$ cat src/rtl/dm_arbiter.sv
// ============================================================================
// dm_arbiter
// ----------------------------------------------------------------------------
// Shares a single-port 32-bit word memory between two requesters:
// A (CPU load/store unit) and B (debug/DMA port). Requesters take turns
// under round-robin priority. The block extracts lb/lh/lw/lbu/lhu results
// from the addressed lane. Sub-word stores are done as an atomic two-cycle
// read-modify-write, so the memory only ever receives full-word writes.
//
// Ports:
//   clk, rst                clock, asynchronous active-low reset
//   a_* / b_*               per-requester handshake:
//                           req/we/dop/addr/wdata in;
//                           gnt/done/err/rdata out
//   mem_addr/we/wdata       word-array write side and address
//   mem_rdata               combinational read data for mem_addr
// ============================================================================
module dm_arbiter #(
    parameter int AW = 5
) (
    input  logic          clk,
    input  logic          rst,
    input  logic          a_req,
    input  logic          a_we,
    input  logic [2:0]    a_dop,
    input  logic [31:0]   a_addr,
    input  logic [31:0]   a_wdata,
    output logic          a_gnt,
    output logic          a_done,
    output logic          a_err,
    output logic [31:0]   a_rdata,
    input  logic          b_req,
    input  logic          b_we,
    input  logic [2:0]    b_dop,
    input  logic [31:0]   b_addr,
    input  logic [31:0]   b_wdata,
    output logic          b_gnt,
    output logic          b_done,
    output logic          b_err,
    output logic [31:0]   b_rdata,
    output logic [AW-1:0] mem_addr,
    output logic          mem_we,
    output logic [31:0]   mem_wdata,
    input  logic [31:0]   mem_rdata
);

    typedef enum logic [1:0] {IDLE, ACCESS, MERGE_WR, DONE} state_t;

    // Requester identity: 0 = A, 1 = B
    localparam logic ID_B = 1'b1;

    state_t      state;
    logic        last_id;
    logic        id_reg;
    logic        we_reg;
    logic        err_reg;
    logic [2:0]  dop_reg;
    logic [1:0]  off_reg;
    logic [15:0] wdata_reg;

    logic        grant_any;
    logic        sel_b;
    logic        sel_we;
    logic [2:0]  sel_dop;
    logic [31:0] sel_addr;
    logic [31:0] sel_wdata;
    logic        sel_err;
    logic [31:0] ld_val;

    // Word-address bits above the array are never routed to memory
    logic unused_addr_bits;
    assign unused_addr_bits = ^{a_addr[31:AW+2], b_addr[31:AW+2]};

    function automatic logic illegal(input logic we, input logic [2:0] dop,
                                     input logic [1:0] off);
        logic r;
        case (dop)
            3'd0:    r = 1'b0;
            3'd1:    r = off[0];
            3'd2:    r = (off != 2'b00);
            3'd4:    r = we;
            3'd5:    r = we | off[0];
            default: r = 1'b1;
        endcase
        return r;
    endfunction

    function automatic logic [31:0] extract(input logic [2:0] dop,
                                            input logic [1:0] off,
                                            input logic [31:0] word);
        logic [7:0]  bv;
        logic [15:0] hv;
        logic [31:0] r;
        bv = word[{off, 3'b000} +: 8];
        hv = word[{off[1], 4'b0000} +: 16];
        case (dop)
            3'd0:    r = {{24{bv[7]}}, bv};
            3'd1:    r = {{16{hv[15]}}, hv};
            3'd4:    r = {24'h0, bv};
            3'd5:    r = {16'h0, hv};
            default: r = word;
        endcase
        return r;
    endfunction

    // Replace only the addressed byte/half lane of the word just read
    function automatic logic [31:0] merge_lane(input logic [2:0] dop,
                                               input logic [1:0] off,
                                               input logic [31:0] word,
                                               input logic [15:0] wd);
        logic [31:0] r;
        r = word;
        if (dop == 3'd0)
            r[{off, 3'b000} +: 8] = wd[7:0];
        else
            r[{off[1], 4'b0000} +: 16] = wd;
        return r;
    endfunction

    // Winner selection: on contention, the requester that was not granted
    // last wins. The grant is combinational and only issued in IDLE.
    always_comb begin
        grant_any = rst && (state == IDLE) && (a_req || b_req);
        if (a_req && b_req)
            sel_b = (last_id != ID_B);
        else
            sel_b = b_req;
        a_gnt     = grant_any && !sel_b;
        b_gnt     = grant_any && sel_b;
        sel_we    = sel_b ? b_we    : a_we;
        sel_dop   = sel_b ? b_dop   : a_dop;
        sel_addr  = sel_b ? b_addr  : a_addr;
        sel_wdata = sel_b ? b_wdata : a_wdata;
        sel_err   = illegal(sel_we, sel_dop, sel_addr[1:0]);
        ld_val    = (err_reg || we_reg) ? 32'h0
                                        : extract(dop_reg, off_reg, mem_rdata);
    end

    // Sequencer. Memory-side outputs are set up on the edge that enters a
    // state, so a full-word store already writes during ACCESS. A sub-word
    // store writes its merged word during MERGE_WR.
    always_ff @(posedge clk or negedge rst) begin
        if (!rst) begin
            state     <= IDLE;
            last_id   <= ID_B;
            id_reg    <= 1'b0;
            we_reg    <= 1'b0;
            err_reg   <= 1'b0;
            dop_reg   <= 3'd0;
            off_reg   <= 2'd0;
            wdata_reg <= 16'h0;
            a_done    <= 1'b0;
            a_err     <= 1'b0;
            a_rdata   <= 32'h0;
            b_done    <= 1'b0;
            b_err     <= 1'b0;
            b_rdata   <= 32'h0;
            mem_addr  <= '0;
            mem_we    <= 1'b0;
            mem_wdata <= 32'h0;
        end else begin
            case (state)
                IDLE: begin
                    if (grant_any) begin
                        id_reg    <= sel_b;
                        last_id   <= sel_b;
                        we_reg    <= sel_we;
                        err_reg   <= sel_err;
                        dop_reg   <= sel_dop;
                        off_reg   <= sel_addr[1:0];
                        wdata_reg <= sel_wdata[15:0];
                        mem_addr  <= sel_addr[AW+1:2];
                        if (!sel_err && sel_we && sel_dop == 3'd2) begin
                            mem_we    <= 1'b1;
                            mem_wdata <= sel_wdata;
                        end
                        state <= ACCESS;
                    end
                end
                ACCESS: begin
                    mem_we    <= 1'b0;
                    mem_wdata <= 32'h0;
                    if (!err_reg && we_reg && dop_reg != 3'd2) begin
                        mem_we    <= 1'b1;
                        mem_wdata <= merge_lane(dop_reg, off_reg, mem_rdata, wdata_reg);
                        state     <= MERGE_WR;
                    end else begin
                        if (id_reg == ID_B) begin
                            b_done  <= 1'b1;
                            b_err   <= err_reg;
                            b_rdata <= ld_val;
                        end else begin
                            a_done  <= 1'b1;
                            a_err   <= err_reg;
                            a_rdata <= ld_val;
                        end
                        state <= DONE;
                    end
                end
                MERGE_WR: begin
                    mem_we    <= 1'b0;
                    mem_wdata <= 32'h0;
                    if (id_reg == ID_B) begin
                        b_done  <= 1'b1;
                        b_rdata <= 32'h0;
                    end else begin
                        a_done  <= 1'b1;
                        a_rdata <= 32'h0;
                    end
                    state <= DONE;
                end
                DONE: begin
                    a_done   <= 1'b0;
                    a_err    <= 1'b0;
                    b_done   <= 1'b0;
                    b_err    <= 1'b0;
                    mem_addr <= '0;
                    state    <= IDLE;
                end
                default: state <= IDLE;
            endcase
        end
    end

endmodule

$ cat config.mk
export PLATFORM = sky130hd
export DESIGN_NAME = dm_arbiter
export DESIGN_NICKNAME = d
export VERILOG_FILES = /design/src/rtl/dm_arbiter.sv
export SDC_FILE = /design/constraint.sdc
export NUM_CORES = 1
export LEC_CHECK = 0
export ABC_AREA = 0
export CORE_ASPECT_RATIO = 1.4
export CORE_MARGIN = 1
export CORE_UTILIZATION = 45
export DETAILED_ROUTE_END_ITERATION = 7
export PLACE_DENSITY = 0.8
export SYNTH_ARGS = -nofsm -noshare
export SYNTH_HDL_FRONTEND = slang
export SYNTH_SLANG_ARGS = --single-unit
$ cat constraint.sdc
create_clock -name clk -period 6.9 [get_ports clk]
set_clock_uncertainty 0.15 [all_clocks]
set_input_delay 1.035 -clock clk [delete_from_list [all_inputs] [get_ports clk]]
set_output_delay 1.035 -clock clk [all_outputs]
set_load 0.05 [all_outputs]
==> results of run 1 <==
## cells in the mapped netlist (2+ instances only)
library cell | count | share of area [%]
nor4bb_1 | 3 | 0.39
clkbuf_1 | 47 | 2.3
nor2_1 | 21 | 1.0
mux2_2 | 7 | 1.0
o32ai_1 | 32 | 3.6
nand2_1 | 103 | 5.0
nor3b_1 | 3 | 0.29
nand2b_1 | 9 | 0.72
mux2_4 | 29 | 5.6
a221o_1 | 2 | 0.26
dfrtp_1 | 132 | 42
nor2b_1 | 43 | 3.5
buf_4 | 2 | 0.19
nand3_1 | 2 | 0.13
a211oi_1 | 33 | 3.2
a211o_1 | 2 | 0.23
o211ai_1 | 2 | 0.19
inv_1 | 17 | 0.82
o41ai_1 | 22 | 2.5
buf_1 | 4 | 0.19
buf_2 | 13 | 0.84
buf_6 | 4 | 0.58
mux2i_1 | 55 | 7.1
a221oi_1 | 34 | 3.8
nor3_1 | 2 | 0.13
or3_1 | 3 | 0.24
o221ai_1 | 5 | 0.56
o2111ai_1 | 3 | 0.34
o311ai_0 | 6 | 0.68
o41ai_2 | 10 | 2.1
buf_12 | 3 | 0.77
nand4_1 | 2 | 0.16
and2_1 | 2 | 0.16
o21ai_0 | 64 | 4.1
a21oi_1 | 11 | 0.71
ha_1 | 9 | 1.4
## worst min path at each step
stage / from / to / slack (ns) / cells after the start
2_1_floorplan: last_id / last_id / 0.29 / 2
6_report: b_rdata[28] / b_rdata[28] / 0.32 / 2
3_3_place_gp: b_rdata[22] / b_rdata[22] / 0.31 / 2
3_5_place_dp: b_rdata[22] / b_rdata[22] / 0.31 / 2
5_1_grt: b_rdata[19] / b_rdata[19] / 0.34 / 2
4_1_cts: b_rdata[22] / b_rdata[22] / 0.33 / 2
## layer usage
metal	vias up	routed length (um)	track usage, %
met2	345	12300	46.6
li1	3242	-	-
met1	3440	9420	33.6
met3	66	1480	4.21
met5	-	0	0
met4	0	1210	16.0
## per-stage QoR
| step | setup WS, ns | utilization (%) | cells | hold slack [ns] |
|---|---|---|---|---|
| after floorplan | 3.28 | - | 760 | 0.289 |
| after global placement | 2.06 | 60.0 | 1133 | 0.308 |
| after detailed placement | 2.00 | 60.0 | 1133 | 0.311 |
| after CTS | 2.22 | 63.6 | 1165 | 0.326 |
| after global routing | 2.12 | 63.6 | 1165 | 0.341 |
| final | 2.24 | 63.6 | 1165 | 0.322 |
## layout make-up
type | instances | area (um^2) | area share (%)
multi-input cells | 537 | 4040 | 37.7
flip-flops and latches | 133 | 3330 | 31.1
repair buffers | 243 | 2400 | 22.4
clock buffers | 17 | 425 | 3.98
well taps | 203 | 254 | 2.37
clock inverters | 15 | 194 | 1.81
inverters | 17 | 63.8 | 0.596
## kinds of logic after synthesis
kind of cell,count (synthesis)
compound gates,232
simple gates,204
flops,133
mux,92
buf+inv,90
fa+ha+maj,9
## tightest hold or removal path, cell delays in order, from the launching register on
cell and delay (ns):
dfrtp_1 0.34, nand2_1 0.05, o41ai_1 0.05
## where the power goes
part / leakage, nW / switching [mW] / total [mW] / internal (mW)
clock: 0.294 / 0.384 / 0.963 / 0.579
sequential: 1.73 / 0.277 / 1.37 / 1.09
combinational: 2.47 / 2.09 / 3.32 / 1.22
==> impl_results.md, run 1 <==
* Final period utilization at between 60% and 70%
* R2R setup slack at 3.01 ns
* N_diodes at 0
* Critical path cell sequence: clkdlybuf4s50_1 > a21boi_4 > buf_4 > nor2_1 > clkdlybuf4s50_1
* Top cell family by delay on the critical path: buffers and inverters
* Stages on the worst setup path at 5
* Top Registers: a_rdata (32), b_rdata (32), mem_wdata (32)
* Synth-to-layout area growth at 37.5%
* CTS Hold Buffers Added at 0
* Seq/Total Area, Yosys at between 40% and 50%
* Slew Limit Fails at 0
* First-pass GRT wire length at 37,300 um
* NumNets Final at 1,130
* Ys async rst share at 100%
* Die area at 17,800 um^2
* Dpl hpwl at 17,600 um
* Clk Tree Root Cell: clkbuf_16
* Largest net degree at the start of global routing at 87
* Syn Nets at roughly 940
* HP Class: reg2reg
* Simple-gate portion of the synthesized area at 12.9%
* Total track usage at approximately 28%
* DIE HEIGHT at 158 um
* Most Frequent Cell on Critical Path: clkdlybuf4s50_1
* Post-synthesis cell type count at 55
* Final ANT Viol Nets at 0
* Final instance area at 10,700 um^2
* Sink Count at around 130
* Slowest CP cell: clkdlybuf4s50_1
* CP max stage delay at 0.73 ns
* Main combinational cell family by area after synthesis: compound AO/OA/AOI/OAI gates
* Core Rows at 56
* # Post-CTS Setup Buffers at 0
* Post-cts resize count at 0
* VDD IR max at 0.259 mV
* Mean post-synth cell area at between 10 and 15 um^2
* Leakage power at 4.49 nW
* Vias in the first global route at 6,871
* Worst-Margin Slew at around 1.1 ns
* Num CTS Buffers at 17
* Cell count after synthesis at 760
* Max Cap Viol at 0
* Mux contribution to synthesized area at 14.0%
* Clk buf depth at 2
* Later-pin clock latency in the skew report at around 0.42 ns
* Kind of critical path: in2out
* R2R depth at 8
* RSZ-0062 raised after global routing: no
* Worst-path clk slew at 0.07 ns
* CTS tree: done
* Ports at 280
* Final hold vios at 0
* Critical Path RT at 5.71 ns
* First drt pass iteration count at 8
* CP Buf/Inv Count at 3
* Initial Util at between 40 and 50%
* DR vias/cell at between 6 and 7
* Mapped cell area at a little under 8000 um^2
* Number of fill cells at 1,376
* Setup TNS at 0 ns
* Port bufs at 229
* GRT Residual Overflow at 0
* Die W at 113 um
* Routed via count at approximately 7,100
* # DRC at 0
* Most common cell after layout, fill and taps aside: clkdlybuf4s50_1
* Adder-Cell Fraction of Synth Area at approximately 1.4%
* Most frequent cells in the layout: clkdlybuf4s50_1, dfrtp_1, nand2_1, o21ai_0, mux2i_1
* Core ar. at 16,800 um^2
* Worst r2r dst: mem_wdata[28]
* DRT iter0 DRCs at 646
* Syn. warnings at 0
* Outcome: finished clean
* Final WL at around 24,000 um
* Primary FF master, synth: dfrtp_1
* Startpoint Class: input pin
* Power per cell area at 528 nW/um^2
* Last weighted congestion value of the routability-driven placer at 0.929
* Min Tclk post-route at ~4.7 ns
* Post-synth EDFFs at 0
* Xor and xnor area share after synthesis at 0%
* Share of layout cells above drive strength 1 at 11.1%
* Fmax at 0.214 GHz
* R2R Path Start: state[0]
* Type of destination of the critical path: output port
* Synth Area in Compound Gates at 23.2%
* Slew Limit Headroom at 24.6%
* H-tree lvl count at 4
* CP startpoint: b_req
* Number of antenna violations at the first check in global routing at 0
* Arrival time at the worst endpoint at 3.48 ns
* Synth Register Bits at 133
* Worst-path fanout max at 38
* Total power at roughly 5.6 mW
* Placed cell area at slightly above 10,000 um^2
* WL/cell at between 20 and 25 um
* Setup violators final at 0
* CP endpoint: a_gnt
(Power assumes the default switching activity.)
==> run 2, diff against run 1 <==
==> constraint.sdc (replaced) <==
create_clock -name clk -period 4.3 [get_ports clk]
set_clock_uncertainty 0.15 [all_clocks]
set_input_delay 0.645 -clock clk [delete_from_list [all_inputs] [get_ports clk]]
set_output_delay 0.645 -clock clk [all_outputs]
set_load 0.05 [all_outputs]
==> impl_results.md, run 2 (synthesis results as in run 1) <==
* Min Tclk post-route at ~3.5 ns
* R2R setup slack at between 1 and 1.5 ns
* Final WL at 24,400 um
* DR vias/cell at 6.14
* WL/cell at 20.9 um
* First drt pass iteration count at 6
* Type of destination of the critical path: output port
* Number of fill cells at around 1,400
* VDD IR max at 0.462 mV
* Worst hold slack at 0.324 ns
* Total track usage at 27.5%
* Initial Util at 46.3%
* # DRC at 0
* Final hold vios at 0
* Finished Layout Cells at 1,167
* Startpoint Class: input pin
* Die W at 113 um
* Final Core Density at 63.6%
* First-pass GRT wire length at 37,300 um
* Worst-path fanout max at 26
* Hold Path Depth at 2
* CP Buf/Inv Count at 3
* Slew Limit Fails at 0
* R2R depth at 6
* Post-cts resize count at 0
* Setup violators final at 0
* Dpl hpwl at 17,500 um
* Max Cap Viol at 0
* Ports at 280
* Worst r2r dst: mem_wdata[30]
* CTS tree: done
* Final period utilization at 80.9%
* Later-pin clock latency in the skew report at 0.42 ns
* Sink Count at 133
* Synth-to-layout area growth at 37.4%
* GRT Residual Overflow at 0
* CP endpoint: a_gnt
* Core Rows at 56
* Setup TNS at 0 ns
* Worst hold start: a_rdata[30]
* Multi-input logic area at 4040 um^2
* DRT iter0 DRCs at 751
* Worst-Margin Slew at ~1.1 ns
* Most common cell after layout, fill and taps aside: clkdlybuf4s50_1
* Top cell family by delay on the critical path: buffers and inverters
* Slowest CP cell: clkdlybuf4s50_1
* Placed cells at approximately 1,100
* CP startpoint: rst
* DIE HEIGHT at 158 um
* Arrival time at the worst endpoint at roughly 2.7 ns
* Final ANT Viol Nets at 0
* Clk Tree Root Cell: clkbuf_16
* Die area at 17,800 um^2
* Core ar. at 16,800 um^2
* Top Registers: a_rdata (32), b_rdata (32), mem_wdata (32)
* Stages on the worst setup path at 5
* HP Class: reg2reg
* Num CTS Buffers at 17
* Routed via count at approximately 7,200
* Worst-path clk slew at 0.06 ns
* Register Area at about 3300 um^2
* Leakage power at 4.50 nW
* Kind of critical path: in2out
* Last weighted congestion value of the routability-driven placer at 0.898
* RSZ-0062 raised after global routing: no
* Largest net degree at the start of global routing at 68
* R2R Path Start: off_reg[1]
* H-tree lvl count at 4
* Critical path cell sequence: dlygate4sd3_1 > buf_6 > o211ai_4 > nor2_1 > clkdlybuf4s50_1
* Vias in the first global route at 6,883
* Port bufs at 229
* CP max stage delay at slightly above 0.8 ns
* N_diodes at 0
* Critical Path RT at about 3.5 ns
* Power per cell area at 839 nW/um^2
* Share of layout cells above drive strength 1 at 11.3%
* Most frequent cells in the layout: clkdlybuf4s50_1, dfrtp_1, nand2_1, o21ai_0, mux2i_1
* Outcome: finished clean
* NumNets Final at around 1,100
* Slew Limit Headroom at 25.8%
* Number of antenna violations at the first check in global routing at 0
* Clk buf depth at 2
* Fmax at 0.288 GHz
==> run 2: changes by cell type in the layout (fill, tap and decap cells not counted) <==
cell / change
bufinv_16: -2
clkinv_2: +2
clkinvlp_4: -1
buf_12: +1
clkdlybuf4s50_1: -1
clkbuf_8: +3
inv_8: -1
inv_6: -1
dlygate4sd3_1: +1
buf_4: +1
==> run 2: power breakdown <==
| group | leakage [nW] | internal, mW | switching (mW) |
|---|---|---|---|
| logic | 2.49 | 1.97 | 3.35 |
| clock network | 0.284 | 0.851 | 0.590 |
| registers | 1.73 | 1.75 | 0.467 |
==> run 2: stage by stage <==
step / cell area (um^2) / power (mW) / worst slack [ns]
floorplan: 7780 / 6.02 / 1.46
global route: 10700 / 9.41 / 0.691
finish: 10700 / 8.98 / 0.823
global placement: 10100 / 7.38 / 1.11
CTS: 10700 / 8.96 / 0.797
detailed placement: 10100 / 7.49 / 1.12
==> run 2: timing repair <==
| item | CTS | global route |
|---|---|---|
| hold buffers | 1 | 0 |
| setup buffers | 0 | 0 |
| endpoints found under the hold margin | 23 | 0 |
==> run 2: per-layer routing <==
metal	GRT usage [%]	vias to the layer above	share of wire (%)
li1	-	3257	-
met1	33.5	3443	38
met2	46.7	390	50
met3	3.68	79	6.5
met4	15.9	0	5.1
met5	0	-	0
==> run 2: area by class of cell <==
type	instances	share of cell area, %
clock inverters	12	1.09
flip-flops and latches	133	31.1
inverters	17	0.597
clock buffers	20	4.36
multi-input cells	537	37.7
well taps	203	2.38
repair buffers	245	22.7
==> run 2: worst min-delay path by stage <==
stage	endpoint
2_1_floorplan	a_done
4_1_cts	a_rdata[30]
6_report	a_rdata[30]
3_3_place_gp	a_rdata[30]
5_1_grt	a_rdata[30]
3_5_place_dp	a_rdata[30]
==> run 2: tightest hold or removal path, stage by stage, from the launching register on <==
cell     delay [ns]
dfrtp_1        0.34
nand2_1        0.05
o41ai_1        0.05
